==> config.mk <==
export PLATFORM = sky130hd
export DESIGN_NAME = kf8259_ack_sequencer
export DESIGN_NICKNAME = d
export VERILOG_FILES = /design/src/rtl/kf8259_common_pkg.sv /design/src/rtl/kf8259_inta_edge_detect.sv /design/src/rtl/kf8259_ack_sequencer.sv
export SDC_FILE = /design/constraint.sdc
export NUM_CORES = 1
export LEC_CHECK = 0
export BUFFER_PORTS_ARGS = -buffer_cell sky130_fd_sc_hd__buf_2
export CORE_MARGIN = 4
export CORE_UTILIZATION = 52
export DETAILED_ROUTE_END_ITERATION = 10
export PLACE_DENSITY = 0.84
export SETUP_SLACK_MARGIN = 0.2
export SLEW_MARGIN = 25
export SYNTH_ARGS = -nofsm -noshare
export SYNTH_HDL_FRONTEND = slang
export SYNTH_SLANG_ARGS = --single-unit
==> constraint.sdc <==
create_clock -name clock -period 2.89 [get_ports clock]
set_clock_uncertainty 0.1 [all_clocks]
set_input_delay 0 -clock clock [delete_from_list [all_inputs] [get_ports clock]]
set_output_delay 0 -clock clock [all_outputs]
set_load 0.01 [all_outputs]
==> src/rtl/kf8259_common_pkg.sv <==
// Shared KF8259 types, OCW2 command codes and one-hot helpers.
package kf8259_common_pkg;

    typedef enum logic [1:0] {
        ST_IDLE  = 2'd0,
        ST_ACK1  = 2'd1,
        ST_WAIT2 = 2'd2,
        ST_ACK2  = 2'd3
    } ack_state_t;

    // OCW2 {R, SL, EOI} command codes
    localparam logic [2:0] NSEOI        = 3'b001;
    localparam logic [2:0] SEOI         = 3'b011;
    localparam logic [2:0] ROT_NSEOI    = 3'b101;
    localparam logic [2:0] ROT_SEOI     = 3'b111;
    localparam logic [2:0] SET_PRI      = 3'b110;
    localparam logic [2:0] SET_ROT_AEOI = 3'b100;
    localparam logic [2:0] CLR_ROT_AEOI = 3'b000;
    localparam logic [2:0] NOP          = 3'b010;

    localparam logic [2:0] PRIORITY_ROTATE_RESET = 3'b111;

    function automatic logic [2:0] onehot_to_index(input logic [7:0] onehot);
        logic [2:0] index;
        index = 3'd0;
        for (int i = 0; i < 8; i++) begin
            if (onehot[i]) index = 3'(i);
        end
        return index;
    endfunction

    function automatic logic [7:0] index_to_onehot(input logic [2:0] index);
        return 8'b0000_0001 << index;
    endfunction

endpackage

==> src/rtl/kf8259_inta_edge_detect.sv <==
// INTA# edge detector: one-cycle delayed copy plus fall/rise strobes.
module kf8259_inta_edge_detect (
    input  logic clock,
    input  logic reset,
    input  logic interrupt_acknowledge_n,
    output logic inta_fall_c,
    output logic inta_rise_c
);

    logic inta_q;

    always_ff @(posedge clock or posedge reset) begin
        if (reset) inta_q <= 1'b1;
        else       inta_q <= interrupt_acknowledge_n;
    end

    assign inta_fall_c = inta_q & ~interrupt_acknowledge_n;
    assign inta_rise_c = ~inta_q & interrupt_acknowledge_n;

endmodule

==> src/rtl/kf8259_ack_sequencer.sv <==
// INTA two-pulse sequencer, OCW2 EOI/rotate decode and priority-rotation owner.
// Define KF8259_AEOI_ROTATE_EN to enable rotate-on-AEOI (OCW2 codes 100/000).
module kf8259_ack_sequencer
    import kf8259_common_pkg::*;
(
    input  logic       clock,
    input  logic       reset,
    input  logic       init_strobe,
    input  logic       interrupt_acknowledge_n,
    input  logic [7:0] winning_request,
    input  logic [7:0] highest_level_in_service,
    input  logic [4:0] vector_base,
    input  logic       auto_eoi_config,
    input  logic       write_ocw2,
    input  logic [7:0] ocw2_data,
    output logic       latch_in_service,
    output logic [7:0] acknowledged_interrupt,
    output logic [7:0] end_of_interrupt,
    output logic [2:0] priority_rotate,
    output logic [7:0] clear_request,
    output logic [7:0] vector_out,
    output logic       vector_out_enable,
    output logic       ack_busy
);

    logic       inta_fall_c;
    logic       inta_rise_c;
    ack_state_t state;
    logic       spurious;
    logic       rotate_on_aeoi;
    logic [7:0] ocw_eoi_c;
    logic       ocw_rotate_c;
    logic [2:0] ocw_rotate_level_c;
    logic       aeoi_fire_c;
    logic [2:0] ocw2_level;
    logic [1:0] ocw2_unused;

    kf8259_inta_edge_detect u_inta_edge_detect (
        .clock                   (clock),
        .reset                   (reset),
        .interrupt_acknowledge_n (interrupt_acknowledge_n),
        .inta_fall_c             (inta_fall_c),
        .inta_rise_c             (inta_rise_c)
    );

    assign ocw2_level  = ocw2_data[2:0];
    assign ocw2_unused = ocw2_data[4:3];

    // OCW2 EOI mask and rotation request for the current write
    always_comb begin
        ocw_eoi_c          = 8'h00;
        ocw_rotate_c       = 1'b0;
        ocw_rotate_level_c = 3'd0;
        if (write_ocw2) begin
            case (ocw2_data[7:5])
                NSEOI: ocw_eoi_c = highest_level_in_service;
                SEOI:  ocw_eoi_c = index_to_onehot(ocw2_level);
                ROT_NSEOI: begin
                    ocw_eoi_c          = highest_level_in_service;
                    ocw_rotate_c       = |highest_level_in_service;
                    ocw_rotate_level_c = onehot_to_index(highest_level_in_service);
                end
                ROT_SEOI: begin
                    ocw_eoi_c          = index_to_onehot(ocw2_level);
                    ocw_rotate_c       = 1'b1;
                    ocw_rotate_level_c = ocw2_level;
                end
                SET_PRI: begin
                    ocw_rotate_c       = 1'b1;
                    ocw_rotate_level_c = ocw2_level;
                end
                default: ocw_eoi_c = 8'h00;
            endcase
        end
    end

    assign aeoi_fire_c = (state == ST_ACK2) & inta_rise_c & auto_eoi_config & ~spurious;

`ifndef KF8259_AEOI_ROTATE_EN
    assign rotate_on_aeoi = 1'b0;
`endif

    always_ff @(posedge clock or posedge reset) begin
        if (reset) begin
            state                  <= ST_IDLE;
            spurious               <= 1'b0;
            latch_in_service       <= 1'b0;
            acknowledged_interrupt <= 8'h00;
            end_of_interrupt       <= 8'h00;
            priority_rotate        <= PRIORITY_ROTATE_RESET;
            clear_request          <= 8'h00;
            vector_out             <= 8'h00;
            vector_out_enable      <= 1'b0;
            ack_busy               <= 1'b0;
`ifdef KF8259_AEOI_ROTATE_EN
            rotate_on_aeoi         <= 1'b0;
`endif
        end else if (init_strobe) begin
            state                  <= ST_IDLE;
            spurious               <= 1'b0;
            latch_in_service       <= 1'b0;
            acknowledged_interrupt <= 8'h00;
            end_of_interrupt       <= 8'h00;
            priority_rotate        <= PRIORITY_ROTATE_RESET;
            clear_request          <= 8'h00;
            vector_out             <= 8'h00;
            vector_out_enable      <= 1'b0;
            ack_busy               <= 1'b0;
`ifdef KF8259_AEOI_ROTATE_EN
            rotate_on_aeoi         <= 1'b0;
`endif
        end else begin
            latch_in_service <= 1'b0;
            clear_request    <= 8'h00;
            end_of_interrupt <= ocw_eoi_c | (aeoi_fire_c ? acknowledged_interrupt : 8'h00);

            // OCW2 rotation takes precedence over a same-cycle AEOI rotation
            if (ocw_rotate_c)
                priority_rotate <= ocw_rotate_level_c;
            else if (aeoi_fire_c && rotate_on_aeoi)
                priority_rotate <= onehot_to_index(acknowledged_interrupt);

`ifdef KF8259_AEOI_ROTATE_EN
            if (write_ocw2 && (ocw2_data[7:5] == SET_ROT_AEOI))
                rotate_on_aeoi <= 1'b1;
            else if (write_ocw2 && (ocw2_data[7:5] == CLR_ROT_AEOI))
                rotate_on_aeoi <= 1'b0;
`endif

            case (state)
                ST_IDLE: begin
                    if (inta_fall_c) begin
                        // No winner means a spurious acknowledge, reported as IR7
                        acknowledged_interrupt <= (|winning_request) ? winning_request : 8'h80;
                        spurious               <= ~|winning_request;
                        latch_in_service       <= |winning_request;
                        clear_request          <= winning_request;
                        state                  <= ST_ACK1;
                        ack_busy               <= 1'b1;
                    end
                end
                ST_ACK1: begin
                    if (inta_rise_c) state <= ST_WAIT2;
                end
                ST_WAIT2: begin
                    if (inta_fall_c) begin
                        state             <= ST_ACK2;
                        vector_out_enable <= 1'b1;
                        vector_out        <= {vector_base, onehot_to_index(acknowledged_interrupt)};
                    end
                end
                ST_ACK2: begin
                    if (inta_rise_c) begin
                        state                  <= ST_IDLE;
                        ack_busy               <= 1'b0;
                        vector_out_enable      <= 1'b0;
                        vector_out             <= 8'h00;
                        acknowledged_interrupt <= 8'h00;
                        spurious               <= 1'b0;
                    end
                end
                default: begin
                    state    <= ST_IDLE;
                    ack_busy <= 1'b0;
                end
            endcase
        end
    end

endmodule

==> impl_summary.txt <==
----------------------------------------------------
[Synthesis]
  Mean Syn Cell Area ... about 11 um^2
  Ranking of synthesized cells by instance count ... sky130_fd_sc_hd__dfrtp_1 (38), sky130_fd_sc_hd__a22o_1 (16), sky130_fd_sc_hd__nor2_1 (16), sky130_fd_sc_hd__inv_1 (14)
  Fraction of the yosys area taken by sequential cells ... 53.3%
  Number of flip-flops and latches in the synthesized netlist ... 42
  Top FF cell, synth ... sky130_fd_sc_hd__dfrtp_1
  Top cells by area in the synthesized netlist ... sky130_fd_sc_hd__dfrtp_1 (48%), sky130_fd_sc_hd__a22o_1 (7.1%), sky130_fd_sc_hd__dfstp_2 (5.3%)
  Number of unique standard cell types used by synthesis ... 41
  EDFF count, synth ... 0
  Cell area after synthesis ... 1980 um^2
  Top-count cell post-synth ... sky130_fd_sc_hd__dfrtp_1
  Share of the synthesized area in the top cell type ... a little under 50%
  Cell count after synthesis ... approximately 190
  Number of warning messages in the yosys log ... 0
  Library cell with the largest summed area after synthesis ... sky130_fd_sc_hd__dfrtp_1
  Post-synthesis net count ... around 230
  Proportion of synthesized flip-flops having asynchronous set or reset ... 100%

[Final layout]
  Finished Layout Cells ... 324
  Antenna Cells ... 0
  Area growth from synthesis to layout ... 33.4%
  Share of final-layout standard cells stronger than drive strength 1 ... around 33%
  Number of filler cells placed in the layout ... 270
  NumNets Final ... 314

[STA]
  Upper clock frequency limit ... between 500 and 600 MHz
  Final cycle utilization of the critical path ... 65.1%
  Setup TNS ... 0 ns
  Rel. slew slack ... between 50% and 60%
  Slew @ Worst Pin ... 0.639 ns
  Final min period ... 1.88 ns
  Max-slew violation total from the final report ... 0
  Post-layout worst setup margin ... 1.01 ns
  Setup repair after global routing missed its margin ... no
  Hold violation total from the final report ... 0
  Total of endpoints with negative setup slack in the final report ... 0

[Pwr]
  Share of total power consumed by net switching ... 31.4%
  Part of the total power dissipated in the clock network ... 26.8%
  Lkg Pwr ... 0.00139 uW
  Largest vdd supply drop ... 0.446 mV
  Net load switching power ... 454 uW
  Sum of internal, switching and leakage power ... 1450 uW
  Share of power burned in combinational logic ... 25.8%
  Sequential group share of total power ... 47.4%
  Pwr Density ... 548 nW/um^2
  Internal power ... 993 uW

[Clock network]
  Worst-Skew Late Latency ... 0.29 ns
  Number of buffers created by CTS ... 5
  Clock sink count ... 42
  Setup repair bufs after CTS ... 0
  Buffer levels on the longest clock path ... 2
  Gates resized, CTS repair ... 0
  Worst-path clk slew ... 0.08 ns
  Clk Tree Root Cell ... sky130_fd_sc_hd__clkbuf_8
  TritonCTS clock tree ... done
  H-tree levels ... 2

[Routing]
  Starting DRT DRC Count ... 90
  Routed length per placed instance ... 15.1 um
  ANT nets after route ... 0
  Overall via count from detail_route ... 1807
  Number of iterations in the first detailed-routing pass ... 4
  DRC violations left ... 0
  Via density per instance ... 5.58
  Post-detailed-routing wire length ... roughly 5000 um

[Worst setup path]
  Cells along the critical path ... inv_1, ha_1, nor4bb_1, a211oi_2, a22o_1
  Cell with the biggest individual delay on the critical path ... sky130_fd_sc_hd__a211oi_2
  Endpoint kind of the worst setup timing path ... register
  Highest net fanout along the worst path ... 10
  Required time of the critical path ... approximately 3.0 ns
  Kind of launch point of the worst setup path ... register
  Crit path arrival time ... 2.01 ns
  Worst setup path class ... register to register
  Worst path max stage delay ... about 0.57 ns

[Global routing]
  Number of global-route vias before repair ... 1831
  Antenna violations before repair ... 0
  Wire length of the first global-routing pass ... 8310 um
  Total overflow reported by the global router ... 0
  Pin count of the biggest net entering global routing ... 43
  Overall Global Routing Usage ... between 20% and 30%

[Placed design]
  Post-placement cell count ... just under 300
  DP Worst Slack ... 1.02 ns
  Port Buf Inserts ... 70
  Placer Congestion ... 0.902
  Placed wire-length estimate after detailed placement ... approximately 3600 um

[Floorplan]
  Number of standard-cell rows in the floorplan ... 22
  Effective utilization at floorplan ... 54.1%
  Placeable core region ... 3660 um^2
  DIE AREA ... between 4000 and 5000 um^2
  Die height ... 69.7 um
  Die boundary width ... 69.7 um
  I/O pin count ... between 70 and 80

[Worst hold path]
  Class of the worst hold path ... primary input to register

[Status]
  Run status ... complete, no violations

[Job]
  Max-cap viol count ... 0

----------------------------------------------------
==> path summary, 6_finish.rpt <==
check / from / to / slack (ns) / cells past startpoint
setup reg to reg: state[0]$_DFFE_PP0P_ / acknowledged_interrupt[2]$_DFFE_PP0P_ / 1.01 / 5
max in group asynchronous: reset / u_inta_edge_detect.inta_q$_DFF_PP1_ / 2.06 / 4
hold / removal: write_ocw2 / priority_rotate[1]$_DFFE_PP1P_ / 0.01 / 4
setup / recovery: state[0]$_DFFE_PP0P_ / acknowledged_interrupt[2]$_DFFE_PP0P_ / 1.01 / 5
min in group asynchronous: reset / end_of_interrupt[5]$_DFF_PP0_ / 0.27 / 4
hold reg to reg: vector_out_enable$_DFFE_PP0P_ / vector_out_enable$_DFFE_PP0P_ / 0.39 / 1
==> per-stage QoR <==
| stage | utilization [%] | hold slack [ns] | instance area, um^2 |
|---|---|---|---|
| 2_1_floorplan | - | -0.0955 | 1980 |
| 3_3_place_gp | 64.7 | 0.0487 | 2370 |
| 3_5_place_dp | 64.7 | 0.0558 | 2370 |
| 4_1_cts | 72.2 | 0.00921 | 2640 |
| 5_1_grt | 72.2 | 0.0568 | 2640 |
| 6_report | 72.2 | 0.0140 | 2640 |
==> logic make-up (layout without fill, tap and decap cells) <==
group | count (synthesis) | after routing | synth area share (%)
simple gates | 61 | 61 | 17.6
compound gates | 56 | 56 | 21.7
flops | 42 | 42 | 53.3
buf+inv | 23 | 112 | 4.42
fa+ha+maj | 4 | 4 | 2.53
mux | 1 | 1 | 0.505
==> sequential cells by signal (all words and copies together), names as in the netlist <==
signal	cells
end_of_interrupt	8
priority_rotate	3
clear_request	8
vector_out_enable	1
vector_out	8
ack_busy	1
latch_in_service	1
acknowledged_interrupt	8
state	2
spurious	1
u_inta_edge_detect.inta_q	1
==> power by group through the flow <==
stage                     clock network, uW  logic [uW]  registers, uW
after CTS                               403         375            685
after global routing                    428         417            694
after global placement                    0         339            692
after floorplan                           0         215            706
after detailed placement                  0         355            696
final                                   388         374            685
==> layout by cell type (no fill, tap or decap), types with 2 or more instances in the layout <==
cell and count:
sky130_fd_sc_hd__o21ai_0 2, sky130_fd_sc_hd__or4_1 2, sky130_fd_sc_hd__nand3_1 3, sky130_fd_sc_hd__a211oi_2 2, sky130_fd_sc_hd__nor3_1 3, sky130_fd_sc_hd__buf_2 70, sky130_fd_sc_hd__clkbuf_8 6, sky130_fd_sc_hd__o31ai_1 4
sky130_fd_sc_hd__dfstp_2 4, sky130_fd_sc_hd__nand2_1 9, sky130_fd_sc_hd__dlygate4sd3_1 18, sky130_fd_sc_hd__a21o_1 2, sky130_fd_sc_hd__and2_1 9, sky130_fd_sc_hd__nor2_1 16, sky130_fd_sc_hd__and3_1 3, sky130_fd_sc_hd__nand2b_1 4
sky130_fd_sc_hd__o21ai_1 3, sky130_fd_sc_hd__dfrtp_1 38, sky130_fd_sc_hd__ha_1 4, sky130_fd_sc_hd__a21oi_1 5, sky130_fd_sc_hd__o32ai_1 2, sky130_fd_sc_hd__nand3b_1 2, sky130_fd_sc_hd__a22o_1 16, sky130_fd_sc_hd__nor3b_2 2
sky130_fd_sc_hd__nor2b_1 3, sky130_fd_sc_hd__a22oi_1 8, sky130_fd_sc_hd__o22ai_1 6, sky130_fd_sc_hd__inv_1 14
==> layer usage <==
metal / up-vias / part of all wire [%] / wire, um / track usage, %
li1: 864 / - / - / -
met5: - / 0 / 0 / 0
met2: 60 / 50 / 2440 / 34.3
met1: 875 / 41 / 2030 / 26.2
met3: 8 / 7.2 / 354 / 7.39
met4: 0 / 1.5 / 74 / 7.23
==> cell type report <==
type | count | area [um^2] | share of cell area (%)
Clock buffer | 6 | 82.6 | 3.13
Tap cell | 48 | 60.1 | 2.27
Sequential cell | 42 | 1060 | 40.0
Clock inverter | 2 | 12.5 | 0.473
Multi-Input combinational cell | 122 | 837 | 31.7
Inverter | 15 | 56.3 | 2.13
Timing Repair Buffer | 89 | 538 | 20.4
==> worst max-delay path, delay by kind of cell, from the launching register on <==
kind	cells	cell delay (ns)
compound gates	2	0.83
flops	1	0.42
fa+ha+maj	1	0.26
buf+inv	1	0.11
simple gates	1	0.09
==> what timing repair did <==
action                                 4_1_cts  5_1_grt
hold buffers                                18        0
setup endpoints to repair                    0        0
endpoints found under the hold margin       65        0
(Power assumes the default switching activity.)
